File: config.mk
export PLATFORM = sky130hd
export DESIGN_NAME = zebra_stop_filter
export DESIGN_NICKNAME = d
export VERILOG_FILES = /design/src/rtl/zebra_stop_filter.sv
export SDC_FILE = /design/constraint.sdc
export NUM_CORES = 1
export LEC_CHECK = 0
export ABC_AREA = 0
export CAP_MARGIN = 20
export CORE_MARGIN = 2
export CORE_UTILIZATION = 42
export CTS_BUF_LIST = sky130_fd_sc_hd__clkbuf_2 sky130_fd_sc_hd__clkbuf_4 sky130_fd_sc_hd__clkbuf_8
export CTS_CLUSTER_DIAMETER = 150
export CTS_CLUSTER_SIZE = 16
export DETAILED_ROUTE_END_ITERATION = 10
export PLACE_DENSITY_LB_ADDON = 0.2
export SLEW_MARGIN = 20
export SYNTH_ARGS = -nofsm -noshare
export SYNTH_HDL_FRONTEND = slang
export SYNTH_SLANG_ARGS = --single-unit
File: constraint.sdc
create_clock -name clk -period 2.5 [get_ports clk]
set_clock_uncertainty 0.2 [all_clocks]
set_input_delay 0.25 -clock clk [delete_from_list [all_inputs] [get_ports clk]]
set_output_delay 0.25 -clock clk [all_outputs]
set_load 0.02 [all_outputs]
File: src/rtl/zebra_stop_filter.sv
// zebra_stop_filter: debounced, hysteretic zebra-crossing stop request.
// Optional stall watchdog is built when ZEBRA_STOP_WATCHDOG_EN is defined.
module zebra_stop_filter #(
    parameter int CONFIRM_N       = 3,
    parameter int RELEASE_M       = 4,
    parameter int MIN_STRIPES     = 4,
    parameter int MIN_HOLD_CYCLES = 25000000,
    parameter int TIMEOUT_CYCLES  = 50000000
) (
    input  logic       clk,
    input  logic       rst_n,
    input  logic       detection_valid,
    input  logic       crossing_detected,
    input  logic [7:0] stripe_count,
    input  logic       clear,
    output logic       stop,
    output logic       stop_rise,
    output logic [1:0] state,
    output logic [3:0] run_cnt,
    output logic       stale
);

    localparam int            TW        = $clog2(MIN_HOLD_CYCLES + 1);
    localparam logic [TW-1:0] HOLD_LOAD = TW'(MIN_HOLD_CYCLES - 1);
    localparam logic [7:0]    MIN_SC    = 8'(MIN_STRIPES);
    localparam logic [3:0]    CN        = 4'(CONFIRM_N);
    localparam logic [3:0]    RM        = 4'(RELEASE_M);

    if (CONFIRM_N < 1 || CONFIRM_N > 15 || RELEASE_M < 1 || RELEASE_M > 15 ||
        MIN_HOLD_CYCLES < 1 || TIMEOUT_CYCLES < 1) begin : g_bad_cfg
        $error("zebra_stop_filter: parameter out of range");
    end

    typedef enum logic [1:0] {
        S_IDLE    = 2'b00,
        S_CONFIRM = 2'b01,
        S_STOP    = 2'b10,
        S_RELEASE = 2'b11
    } state_t;

    state_t        r_state;
    state_t        w_state_nxt;
    logic [3:0]    r_run_cnt;
    logic [3:0]    w_run_nxt;
    logic [3:0]    w_run_inc;
    logic [TW-1:0] r_hold;
    logic [TW-1:0] w_hold_nxt;
    logic          r_stop;
    logic          r_stop_rise;
    logic          w_stop_nxt;
    logic          w_pos;
    logic          w_load;
    logic          w_timeout;

    assign w_pos     = crossing_detected && (stripe_count >= MIN_SC);
    assign w_run_inc = r_run_cnt + 4'd1;

`ifdef ZEBRA_STOP_WATCHDOG_EN
    localparam int            WW      = $clog2(TIMEOUT_CYCLES + 1);
    localparam logic [WW-1:0] WD_LOAD = WW'(TIMEOUT_CYCLES - 1);

    logic [WW-1:0] r_wd;
    logic          r_stale;

    // Counter saturates at zero so the forced flush persists until a strobe.
    assign w_timeout = (r_wd == '0) && !detection_valid;

    always_ff @(posedge clk or negedge rst_n) begin
        if (!rst_n) begin
            r_wd    <= WD_LOAD;
            r_stale <= 1'b0;
        end else if (clear || detection_valid) begin
            r_wd    <= WD_LOAD;
            r_stale <= 1'b0;
        end else begin
            if (r_wd != '0) r_wd <= r_wd - WW'(1);
            if (w_timeout) r_stale <= 1'b1;
        end
    end

    assign stale = r_stale;
`else
    assign w_timeout = 1'b0;
    assign stale     = 1'b0;
`endif

    always_comb begin
        w_state_nxt = r_state;
        w_run_nxt   = r_run_cnt;
        w_load      = 1'b0;
        if (clear || w_timeout) begin
            w_state_nxt = S_IDLE;
            w_run_nxt   = '0;
        end else if (detection_valid) begin
            unique case (r_state)
                S_IDLE: begin
                    if (w_pos) begin
                        if (CN == 4'd1) begin
                            w_state_nxt = S_STOP;
                            w_load      = 1'b1;
                        end else begin
                            w_state_nxt = S_CONFIRM;
                            w_run_nxt   = 4'd1;
                        end
                    end
                end
                S_CONFIRM: begin
                    if (!w_pos) begin
                        w_state_nxt = S_IDLE;
                        w_run_nxt   = '0;
                    end else if (w_run_inc == CN) begin
                        w_state_nxt = S_STOP;
                        w_run_nxt   = '0;
                        w_load      = 1'b1;
                    end else begin
                        w_run_nxt = w_run_inc;
                    end
                end
                S_STOP: begin
                    if (!w_pos && r_hold == '0) begin
                        if (RM == 4'd1) begin
                            w_state_nxt = S_IDLE;
                        end else begin
                            w_state_nxt = S_RELEASE;
                            w_run_nxt   = 4'd1;
                        end
                    end
                end
                S_RELEASE: begin
                    if (w_pos) begin
                        w_state_nxt = S_STOP;
                        w_run_nxt   = '0;
                    end else if (w_run_inc == RM) begin
                        w_state_nxt = S_IDLE;
                        w_run_nxt   = '0;
                    end else begin
                        w_run_nxt = w_run_inc;
                    end
                end
                default: begin
                    w_state_nxt = S_IDLE;
                    w_run_nxt   = '0;
                end
            endcase
        end

        if (clear || w_timeout) begin
            w_hold_nxt = '0;
        end else if (w_load) begin
            w_hold_nxt = HOLD_LOAD;
        end else if (r_hold != '0) begin
            w_hold_nxt = r_hold - TW'(1);
        end else begin
            w_hold_nxt = r_hold;
        end

        w_stop_nxt = w_state_nxt[1];
    end

    always_ff @(posedge clk or negedge rst_n) begin
        if (!rst_n) begin
            r_state     <= S_IDLE;
            r_run_cnt   <= '0;
            r_hold      <= '0;
            r_stop      <= 1'b0;
            r_stop_rise <= 1'b0;
        end else begin
            r_state     <= w_state_nxt;
            r_run_cnt   <= w_run_nxt;
            r_hold      <= w_hold_nxt;
            r_stop      <= w_stop_nxt;
            r_stop_rise <= w_stop_nxt & ~r_stop;
        end
    end

    assign stop      = r_stop;
    assign stop_rise = r_stop_rise;
    assign state     = r_state;
    assign run_cnt   = r_run_cnt;

endmodule
==> results by group <==
CTS
  • # H-tree levels: 2
  • Setup Buffers After CTS: 0
  • Total CTS buffers: 5
  • Reg clk slew, reported paths: 0.07 ns
  • Post-CTS resize count: 0
  • Root Buffer: clkbuf_8
  • TritonCTS clock tree: yes
  • Post-CTS Hold Buffers: 0
  • CTS Sinks: 32
  • Maximum root-to-sink buffer count: 2
  • Clk_lat worst skew: 0.29 ns

STA
  • RSZ-0062 raised after global routing: false
  • Worst setup slack after layout: 0.241 ns
  • Final min period: 2.26 ns
  • Worst hold margin: 0.157 ns
  • Tcrit/Tclk final: 0.904
  • Pins Over Slew Limit: 0
  • # setup viols final: 0
  • Final Hold Vio Count: 0
  • Fmax: 443 MHz

Worst setup path
  • Critical Path Source Type: input port
  • Worst path depth: 6
  • Crit path DAT: 2.24 ns
  • Crit-path cells: clkdlybuf4s50_1 > or4_4 > o311ai_4 > nand2b_2 > a221oi_2 > mux2_1
  • Worst R2R Path Depth: 6
  • CP max stage delay: 0.56 ns
  • Buf+Inv Stages, Crit Path: 1
  • CP max stage cell: or4_4
  • Top delay family on crit path: simple AND/OR/NAND/NOR gates
  • Kind of end point of the critical path: flop
  • Max FO, Critical Path: 3
  • Kind of critical path: input port to flop
  • Critical Path RT: 2.48 ns

Routing
  • Detailed Route Iter0 Violations: 116
  • Drc violations: 0
  • DRT Pass-1 Iters: 4
  • DR WL/cell: 14.7 um
  • Via density: 5.62
  • Via count: 1625
  • ANT nets after route: 0
  • Post-Route WL: 4.24 mm

Pwr
  • Pint: 1.47 mW
  • Tot Pwr: 2.48 mW
  • VDD IR-drop max: 0.000365 V
  • Pleak: 1.05 nW
  • Logic gate share of total power: 0.474
  • Sw Share: 0.408
  • Clock share of power: 0.204
  • Reg power frac: 0.322
  • Switching Power: 1.01 mW
  • P per Cell Area: 1030 mW/mm^2

Outcome
  • Run status: completed

Job
  • Maxcap violations: 0

Hold path
  • Worst hold-check path type: input port to async pin

Final layout
  • Area Growth Syn to Fin: 23.3%
  • N_diodes: 0
  • Fill cells: 391
  • Share of cells above drive strength 1: 0.169
  • Post-layout util: 0.547
  • Fin nets: 254
  • FF+latch area: 801 sq um
  • Non-Filler Instances: 289
  • Multi-input logic area: 0.00110 sq mm

Yosys
  • Part of the Yosys area used for sequential elements: 0.409
  • Post-synth EDFFs: 0
  • Syn Area/Cell: 9.74 sq um
  • Ranking of synthesized cells by area: dfrtp_1 41%, xnor2_1 5.8%, o21ai_0 5.4%
  • Top_reg_cell synth: dfrtp_1
  • Mapped Area: 0.00196 sq mm
  • Yosys cell types: 56
  • Cells after Synth: 201
  • Synth top area share: 0.409
  • Asr flop ratio synth: 1.00
  • Synthesized net count: 219
  • Cell taking the most area after synthesis: dfrtp_1
  • YS warnings: 0
  • Register bit count reported by yosys: 32

Floorplanning
  • Core footprint: 0.00441 sq mm
  • DIE AREA: 0.00522 sq mm
  • Die Width: 72.3 um
  • Initial Util: 0.444
  • Chip height: 72.3 um
  • Floorplan row count: 24
  • Top-Level Pins: 22

GRT
  • Number of global-route vias before repair: 1619
  • Initial antenna violation count: 0
  • Largest net degree at the start of global routing: 33
  • Total GRT Usage: 0.185
  • First-pass GRT wire length: 7.47 mm
  • Gr ovfl total: 0

Placement
  • Inst Count DP: 281
  • Place WS: -0.0844 ns
  • # port buffers: 18
  • HPWL after DPL: 3.03 mm
  • GP Congestion: 0.761
state kept, by name (all words and copies together), names as in the netlist:
register,cells
state,2
r_hold,25
run_cnt,4
stop_rise,1
layout by cell type, fill, tap and decap left out, drive strengths merged, types with 2 or more instances in the layout:
| master | count |
|---|---|
| nand3 | 5 |
| o31ai | 2 |
| nor3b | 3 |
| o21ai | 22 |
| ha | 5 |
| dfrtp | 32 |
| nor4 | 7 |
| clkbuf | 6 |
| nand2b | 2 |
| and2 | 3 |
| buf | 16 |
| o2111ai | 2 |
| o2bb2ai | 2 |
| or4 | 2 |
| xnor2 | 13 |
| o211ai | 2 |
| nor3 | 8 |
| nand4 | 5 |
| o21bai | 2 |
| nor2b | 3 |
| inv | 7 |
| or3 | 4 |
| xor2 | 9 |
| nor2 | 19 |
| nand2 | 9 |
| clkdlybuf4s50 | 18 |
| mux2 | 2 |
| a21oi | 9 |
power by group through the flow:
| stage | combinational [mW] | clock, mW | sequential, mW |
|---|---|---|---|
| floorplan | 0.883 | 0 | 0.772 |
| finish | 1.17 | 0.505 | 0.797 |
| detailed placement | 1.17 | 0 | 0.802 |
| global placement | 1.15 | 0 | 0.800 |
| CTS | 1.18 | 0.516 | 0.792 |
| global route | 1.33 | 0.539 | 0.812 |
synthesized netlist by cell type (4+ instances only):
| cell | count |
|---|---|
| xor2_1 | 9 |
| nor3_1 | 7 |
| nor2_1 | 18 |
| nand2_1 | 9 |
| nor4_1 | 5 |
| o21ai_0 | 21 |
| nand3_1 | 5 |
| a21oi_1 | 9 |
| xnor2_1 | 13 |
| dfrtp_1 | 32 |
| ha_1 | 5 |
| inv_1 | 7 |
| or3_1 | 4 |
through the flow:
step / setup TNS, ns / instance area (sq um)
global route: 0 / 2410
CTS: 0 / 2410
finish: 0 / 2410
floorplan: 0 / 1960
detailed placement: -0.0933 / 2300
global placement: -0.0401 / 2300
area by class of cell:
type	count	share of cell area
tap	52	0.0269
clock inverter	2	0.0145
timing repair buffer	34	0.130
sequential	32	0.332
clock buffer	6	0.0316
inverter	7	0.0109
multi-input combinational	156	0.455
logic make-up after synthesis:
family | after synthesis | share of synthesized area
simple gates | 77 | 0.244
compound gates | 49 | 0.173
flops | 32 | 0.409
xor+xnor | 22 | 0.0984
buf+inv | 13 | 0.0300
fa+ha+maj | 5 | 0.0319
mux | 2 | 0.0115
other cells | 1 | 0.00192
metal layers:
layer  part of all wire  vias to the layer above  track usage
met3              0.041                        7       0.0569
li1                   -                      797            -
met2               0.46                       30        0.297
met4              0.015                        0       0.0692
met1               0.48                      791        0.235
met5                  0                        -            0
final timing paths:
check / slack (ns) / end / start
min: 0.16 / stop_rise / rst_n
min in group clk: 0.36 / r_hold[23] / r_hold[23]
max reg2reg: 0.27 / r_hold[17] / run_cnt[1]
max: 0.24 / run_cnt[3] / stripe_count[6]
min reg2reg: 0.36 / r_hold[23] / r_hold[23]
max in group asynchronous: 1.65 / r_hold[23] / rst_n
No activity file was read; power rests on OpenSTA's default activity.
